==> config.mk <==
export PLATFORM = sky130hd
export DESIGN_NAME = approx_wallace_mac_pipe
export DESIGN_NICKNAME = d
export VERILOG_FILES = /design/src/rtl/approx_wallace_mac_pipe.sv
export SDC_FILE = /design/constraint.sdc
export NUM_CORES = 1
export LEC_CHECK = 0
export ABC_CLOCK_PERIOD_IN_PS = 9000
export CELL_PAD_IN_SITES_DETAIL_PLACEMENT = 1
export CELL_PAD_IN_SITES_GLOBAL_PLACEMENT = 1
export CORE_MARGIN = 1.5
export CORE_UTILIZATION = 56
export CTS_BUF_LIST = sky130_fd_sc_hd__clkbuf_8
export DETAILED_ROUTE_END_ITERATION = 6
export DONT_BUFFER_PORTS = 1
export GPL_ROUTABILITY_DRIVEN = 0
export PLACE_DENSITY = 0.95
export SYNTH_ARGS = -nofsm -noshare
export SYNTH_HDL_FRONTEND = slang
export SYNTH_SLANG_ARGS = --single-unit
==> constraint.sdc <==
create_clock -name clk -period 9 [get_ports clk]
set_clock_uncertainty 0.15 [all_clocks]
set_input_delay 0.9 -clock clk [delete_from_list [all_inputs] [get_ports clk]]
set_output_delay 0.9 -clock clk [all_outputs]
set_load 0.02 [all_outputs]
==> src/rtl/approx_wallace_mac_pipe.sv <==
// approx_wallace_mac_pipe
//   Pipelined unsigned WIDTH x WIDTH multiply-accumulate with a per-beat
//   choice between the exact product and an approximate product whose low
//   APPROX_COLS columns are replaced by the OR of their partial-product bits.
//   Products are summed into an ACC_W accumulator over frames closed by
//   in_last; each frame result is offered on a valid/ready output.
//
// Ports
//   clk, rst_n          clock, asynchronous active-low reset
//   in_valid/in_ready   operand beat handshake (in_ready = ~stall)
//   a_in, b_in          unsigned operands
//   approx_en           1 = approximate product for this beat
//   in_last             beat closes the current frame
//   out_valid/out_ready frame result handshake
//   acc_out             frame sum modulo 2^ACC_W
//   ovf                 a carry out of bit ACC_W-1 occurred during the frame
//
// Pipeline: operand register -> PIPE tree registers -> accumulator.
// Everything freezes while a result is held back by out_ready=0.
module approx_wallace_mac_pipe #(
   parameter int WIDTH       = 8,
   parameter int APPROX_COLS = 4,
   parameter int PIPE        = 2,
   parameter int ACC_W       = 24
) (
   input  logic             clk,
   input  logic             rst_n,
   input  logic             in_valid,
   output logic             in_ready,
   input  logic [WIDTH-1:0] a_in,
   input  logic [WIDTH-1:0] b_in,
   input  logic             approx_en,
   input  logic             in_last,
   output logic             out_valid,
   input  logic             out_ready,
   output logic [ACC_W-1:0] acc_out,
   output logic             ovf
);

   localparam int PW = 2 * WIDTH;
   // Columns below APPROX_COLS; wraps to all ones when APPROX_COLS = PW.
   localparam logic [PW-1:0] LOW_MASK = PW'((65'd1 << APPROX_COLS) - 65'd1);

   logic             stall;
   logic             op_v, op_approx, op_last;
   logic [WIDTH-1:0] op_a, op_b;

   assign stall    = out_valid & ~out_ready;
   assign in_ready = ~stall;

   always_ff @(posedge clk or negedge rst_n) begin
      if (!rst_n) begin
         op_v      <= 1'b0;
         op_a      <= '0;
         op_b      <= '0;
         op_approx <= 1'b0;
         op_last   <= 1'b0;
      end else if (!stall) begin
         op_v <= in_valid;
         if (in_valid) begin
            op_a      <= a_in;
            op_b      <= b_in;
            op_approx <= approx_en;
            op_last   <= in_last;
         end
      end
   end

   // Partial-product rows folded through 3:2 carry-save compressors, one
   // final carry-propagate add. In approximate mode the low columns are
   // stripped from every row before compression so no carry can originate
   // below APPROX_COLS; those columns are rebuilt as a per-column OR.
   logic [PW-1:0] row, cs_s, cs_c, t_s, low_or, prod_c;
   logic          b_bit;

   always_comb begin
      row    = '0;
      cs_s   = '0;
      cs_c   = '0;
      t_s    = '0;
      low_or = '0;
      b_bit  = 1'b0;
      for (int i = 0; i < WIDTH; i++) begin
         b_bit = |(op_b & (WIDTH'(1) << i));
         row   = PW'(op_a & {WIDTH{b_bit}}) << i;
         if (op_approx) begin
            low_or = low_or | (row & LOW_MASK);
            row    = row & ~LOW_MASK;
         end
         t_s  = cs_s ^ cs_c ^ row;
         cs_c = ((cs_s & cs_c) | (cs_s & row) | (cs_c & row)) << 1;
         cs_s = t_s;
      end
      prod_c = (cs_s + cs_c) | low_or;
   end

   logic [PW-1:0] tail_p;
   logic          tail_v, tail_l;

   generate
      if (PIPE == 0) begin : g_comb
         assign tail_p = prod_c;
         assign tail_v = op_v;
         assign tail_l = op_last;
      end else begin : g_pipe
         logic [PIPE*PW-1:0] p_q;
         logic [PIPE-1:0]    v_q, l_q;

         always_ff @(posedge clk or negedge rst_n) begin
            if (!rst_n) begin
               p_q <= '0;
               v_q <= '0;
               l_q <= '0;
            end else if (!stall) begin
               p_q <= (p_q << PW) | (PIPE*PW)'(prod_c);
               v_q <= (v_q << 1) | PIPE'(op_v);
               l_q <= (l_q << 1) | PIPE'(op_last);
            end
         end

         assign tail_p = p_q[PIPE*PW-1 -: PW];
         assign tail_v = v_q[PIPE-1];
         assign tail_l = l_q[PIPE-1];
      end
   endgenerate

   logic [ACC_W-1:0] acc;
   logic             fresh, ovf_int, ovf_new;
   logic [ACC_W:0]   p_ext, sum_w;

   always_comb begin
      p_ext   = (ACC_W+1)'(tail_p);
      sum_w   = p_ext;
      ovf_new = 1'b0;
      if (!fresh) begin
         sum_w   = {1'b0, acc} + p_ext;
         ovf_new = ovf_int | sum_w[ACC_W];
      end
   end

   always_ff @(posedge clk or negedge rst_n) begin
      if (!rst_n) begin
         acc       <= '0;
         fresh     <= 1'b1;
         ovf_int   <= 1'b0;
         acc_out   <= '0;
         ovf       <= 1'b0;
         out_valid <= 1'b0;
      end else if (!stall) begin
         if (tail_v) begin
            acc     <= sum_w[ACC_W-1:0];
            ovf_int <= ovf_new;
            fresh   <= tail_l;
         end
         // Not stalled implies any held result is being taken this edge.
         if (tail_v && tail_l) begin
            acc_out   <= sum_w[ACC_W-1:0];
            ovf       <= ovf_new;
            out_valid <= 1'b1;
         end else begin
            out_valid <= 1'b0;
         end
      end
   end

endmodule

After elaboration in Yosys (flattened, before gate mapping)
Cells that the tools add are included.
{ "totals": {"latchBits": 0, "mem_bits_ro": 0, "output_inout_bits": 27, "elab_cells": 94, "inputBits": 22, "reg_bits": 107, "n_memories": 0, "ram_bits": 0} }
{ "op_classes": {"n_bitwise": 63, "n_reduce_logical": 4, "order_cmp": 0, "add_sub_neg": 2, "n_mul": 0, "n_div": 0, "eq_ne": 0, "muxes": 11, "n_shift": 0} }
{ "op_table": {"columns": ["op", "count"], "rows": [
  ["$and 8x8->8", 8],
  ["$mux 16", 3],
  ["$or 16x4->16", 2],
  ["$or 32x16->32", 1],
  ["$and 14x15->15", 2],
  ["$or 15x15->15", 2],
  ["$and 13x14->14", 2],
  ["$or 14x14->14", 2],
  ["$and 12x13->13", 2],
  ["$or 13x13->13", 2],
  ["$add 24x16->25", 1],
  ["$and 11x12->12", 2],
  ["$mux 24", 1],
  ["$or 12x12->12", 2],
  ["$and 10x11->11", 2],
  ["$or 11x11->11", 2],
  ["$and 9x10->10", 2],
  ["$mux 4", 5],
  ["$or 10x10->10", 2],
  ["$add 15x16->16", 1],
  ["$or 16x16->16", 1],
  ["$and 15x15->15", 1],
  ["$xor 14x15->15", 1],
  ["$xor 15x15->15", 1],
  ["25 further kinds", 30]
]} }

Longest topological paths before layout
{ "depth": {"depth_word": 24, "mapped_depth": 23, "mapped_depth_nobuf": 22} }

Least setup slack after synthesis
Ideal clock, no wire load.
{ "synth_timing": {"kind": "register -> register", "startpoint": "register op_b[0]", "endpoint": "register g_pipe.p_q[14]", "path_slack_ps": 3373, "stages_incl_launch_ff": 23, "arrival_time_ps": 5391, "n_path_buf": 1, "period_less_slack_ps": 5627, "required_time_ps": 8764, "path_cell_list": "dfrtp_1 -> clkbuf_1 -> and2_1 -> ha_1 -> inv_1 -> fa_1 -> inv_1 -> fa_1 -> fa_1 -> fa_1 -> fa_1 -> inv_1 -> fa_1 -> inv_1 -> ha_1 -> inv_1 -> fa_1 -> nor2b_1 -> o21ai_0 -> a21boi_0 -> o21ai_0 -> nor4b_1 -> nor3_1"} }
{ "synth_between": {"elab_chain_cells": 24, "word_cells_on_any_way": 49, "cone_classes": "add/sub (1); mux (1); bitwise (47)"} }
{ "synth_lines": {"columns": ["element", "line", "rtl"], "rows": [
  ["start, declared", "46", "logic [WIDTH-1:0] op_a, op_b;"],
  ["start signal, assigned", "62", "op_b <= b_in;"],
  ["$and 8x8->8 *", "85", "row = PW'(op_a & {WIDTH{b_bit}}) << i;"],
  ["$mux 4", "86", "if (op_approx) begin"],
  ["$xor 8x9->9 or $and 8x9->9 (tied branches)", "90, 91", null],
  ["$and 9x10->10", "91", "cs_c = ((cs_s & cs_c) | (cs_s & row) | (cs_c & row)) << 1;"],
  ["$or 10x10->10 (2 in a row)", "91", null],
  ["$and 10x11->11", "91", null],
  ["$or 11x11->11 (2 in a row)", "91", null],
  ["$and 11x12->12", "91", null],
  ["[... 3 more ...]", null, null],
  ["$or 13x13->13 (2 in a row)", "91", null],
  ["$and 13x14->14", "91", null],
  ["$or 14x14->14 (2 in a row)", "91", null],
  ["$and 14x15->15", "91", null],
  ["$or 15x15->15 (2 in a row)", "91", null],
  ["$add 15x16->16 *", "94", "prod_c = (cs_s + cs_c) | low_or;"],
  ["$or 16x16->16 *", "94", null],
  ["$or 32x16->32 *", "115", "p_q <= (p_q << PW) | (PIPE*PW)'(prod_c);"],
  ["end signal, assigned", "115", null],
  ["end, declared", "106", "logic [PIPE*PW-1:0] p_q;"]
]} }
Every way passes the cells marked *; elsewhere a longest branch is shown, timed or not.
A chain may end at the register's enable or synchronous reset.

Final worst setup path
Same ends and word-level chain as after synthesis.

==> impl_metrics.py <==
metrics = {
    "outcome": {
        "status": "finished, final reports clean",
    },
    "placement": {
        "portBuffers": 0,
        "dp.cells": 877,
        "dp_hpwl_um": 12700,
    },
    "yosys": {
        "synth_edf_count": 0,
        "async_flop_share": 1.00,
        "synth_cell_type_count": 57,
        "synth_area_um2": 6970,
        "yosysWarningCount": 0,
        "yosysSeqAreaShare": 0.385,
        "ys_ff_latch": 107,
        "post_synth.cell_area_avg_um2": 9.31,
        "synthCells": 748,
        "synth_nets": 844,
        "synth_flop_cell": "dfrtp_1",
    },
    "worst_setup_path": {
        "crit_type": "reg2reg",
        "worstPathMaxFanout": 12,
        "cp_slowest_stage_delay_ps": 540,
        "cp_cell_sequence": "and2_1 > ha_1 > inv_1 > fa_1 > inv_1 > fa_1 > fa_1 > fa_1 > fa_1 > inv_1 > fa_1 > inv_1 > ha_1 > inv_1 > fa_1 > nor2b_1 > o21ai_0 > a21boi_0 > o21ai_0 > nor4b_1 > nor3_1",
        "path_delay_family": "adder cells",
        "crit_path_start_kind": "flip-flop",
        "end_kind": "flip-flop",
        "arrival_ps": 6330,
        "r2r_slack_ps": 2840,
        "reg2reg_from": "op_b[0]",
        "crit_slowest_cell": "dfrtp_1",
        "timing.critical_path.buf_inv": 5,
        "worstPathRequired_ps": 9180,
        "critPathMostFrequentCell": "fa_1",
        "startpoint": "op_b[0]",
    },
    "die": {
        "fp.dieH_um": 115,
        "num_rows": 40,
        "core_um2": 12100,
        "initial_core_util": 0.578,
        "die_width_um": 115,
        "die_area_um2": 13100,
        "io_pins": 49,
    },
    "global_route": {
        "grt_pass1_vias": 5894,
        "grt_max_degree": 108,
        "grt_use_total": 0.282,
        "grt-ovfl-total": 0,
        "grt_pass1_wl_um": 28500,
        "antenna_found_initial": 0,
    },
    "clocking": {
        "clock-sinks": 107,
        "cts_tree": "built",
        "postCtsSetupRepairBufs": 0,
        "cts.clk_slew.worst_paths_ps": 110,
        "clk_latency_ps": 410,
        "cts_buffers": 9,
        "clockRootBuffer": "clkbuf_8",
        "htreeDepth": 3,
        "clk_path_buf_depth": 2,
    },
    "timing": {
        "slew_headroom": 0.242,
        "timing.fmax_mhz": 162,
        "final.setup.tns_ps": 0,
        "finalHoldViolCount": 0,
        "worst_pin_slew_ps": 1130,
        "layout_min_cycle_time_ps": 6160,
        "finalCritPeriodShare": 0.684,
        "rsz0062_at_grt": "false",
        "setup_viol": 0,
        "final_max_slew_viol_count": 0,
    },
    "drt": {
        "firstDrtPassIters": 4,
        "highest_layer": "met4",
        "drtIter0Drc": 333,
        "wl_met3_um": 466,
        "drtAntennaViolNets": 0,
        "num_vias": 5253,
        "met2_length_um": 9360,
        "wl_per_cell_um": 19.0,
        "m1WireLength_um": 6640,
        "routed_wl_um": 17000,
        "via_per_inst": 5.88,
        "drc": 0,
    },
    "final_layout": {
        "layout-drive-gt1-share": 0.0689,
        "fin_util": 0.602,
        "fillerInstances": 1371,
        "final_nets": 817,
        "layout_commonest_cell": "nand2_1",
        "antenna_cells": 0,
        "fin_cells": 894,
        "syn_to_final_growth_pct": 4.18,
        "layout_common_cells": "160 x nand2_1, 106 x dfrtp_1, 53 x inv_1, 44 x fa_1, 39 x nor2_1",
    },
    "run": {
        "drv_cap": 0,
    },
    "min_path": {
        "min_path_type": "in2async",
    },
}
==> cells by family (layout without fill, tap and decap cells) <==
family / count (synthesis) / after routing / synth area share
compound gates: 137 / 137 / 0.128
xor+xnor: 13 / 13 / 0.0163
fa+ha+maj: 74 / 74 / 0.180
buf+inv: 96 / 74 / 0.0526
flops: 107 / 107 / 0.385
mux: 34 / 34 / 0.0528
simple gates: 287 / 287 / 0.185
==> state kept, by name (all words and copies together), names as in the netlist <==
| signal | count |
|---|---|
| fresh | 1 |
| op_last | 1 |
| op_v | 1 |
| g_pipe.p_q | 32 |
| ovf | 1 |
| acc_out | 24 |
| op_b | 8 |
| op_a | 8 |
| g_pipe.v_q | 2 |
| out_valid | 1 |
| op_approx | 1 |
| acc | 24 |
| g_pipe.l_q | 2 |
| ovf_int | 1 |
==> what timing repair did <==
action / 4_1_cts / 5_1_grt
hold endpoints to repair: 0 / 24
hold buffers: 0 / 1
gates resized for setup: 0 / 0
==> metrics by stage <==
| step | cell area [um^2] | worst slack [ps] | hold WS, ps |
|---|---|---|---|
| floorplan | 6970 | 3370 | 289 |
| CTS | 7240 | 2860 | 3.59 |
| global route | 7260 | 2430 | 4.16 |
| finish | 7260 | 2840 | 24.3 |
| global placement | 7040 | 3260 | 301 |
| detailed placement | 7040 | 2880 | 318 |
==> layout make-up <==
cell class | instances | area [um^2] | share of cell area
multi-input cells | 545 | 3920 | 0.541
flip-flops and latches | 107 | 2680 | 0.369
well taps | 168 | 210 | 0.0290
inverters | 54 | 203 | 0.0279
clock buffers | 10 | 138 | 0.0190
clock inverters | 6 | 62.6 | 0.00862
repair buffers | 4 | 42.5 | 0.00586
==> worst paths after layout <==
check	cells past startpoint	endpoint
max in group asynchronous	1	acc_out[19]
hold / removal	0	g_pipe.p_q[26]
min in group clk	2	g_pipe.p_q[25]
setup / recovery	21	g_pipe.p_q[14]
hold reg to reg	2	g_pipe.p_q[25]
setup reg to reg	21	g_pipe.p_q[14]
==> Yosys cell counts, drive strengths merged, types with 5 or more instances <==
master	n	area [um^2]
nand2b	5	31.3
fa	44	881
a211oi	5	42.5
nand2	160	601
mux2	22	248
dfrtp	106	2650
inv	54	203
a21oi	35	175
mux2i	12	120
o21ai	37	185
o31ai	7	52.6
nor2	39	146
clkbuf	35	131
a31oi	7	58.8
and2	24	150
xnor2	10	87.6
nor3	18	95.1
nor2b	8	50.1
o21a	6	45.0
buf	7	32.5
nand3	12	60.1
a21o	7	52.6
ha	30	375
==> metal layers <==
layer / track usage / up-vias
li1: - / 2441
met1: 0.306 / 2672
met2: 0.534 / 100
met3: 0.0593 / 40
met4: 0.111 / 0
met5: 0 / -
Power is left out: the tool's default activity adds up to more than one toggle a clock period on the data nets, which glitch-free logic cannot reach.
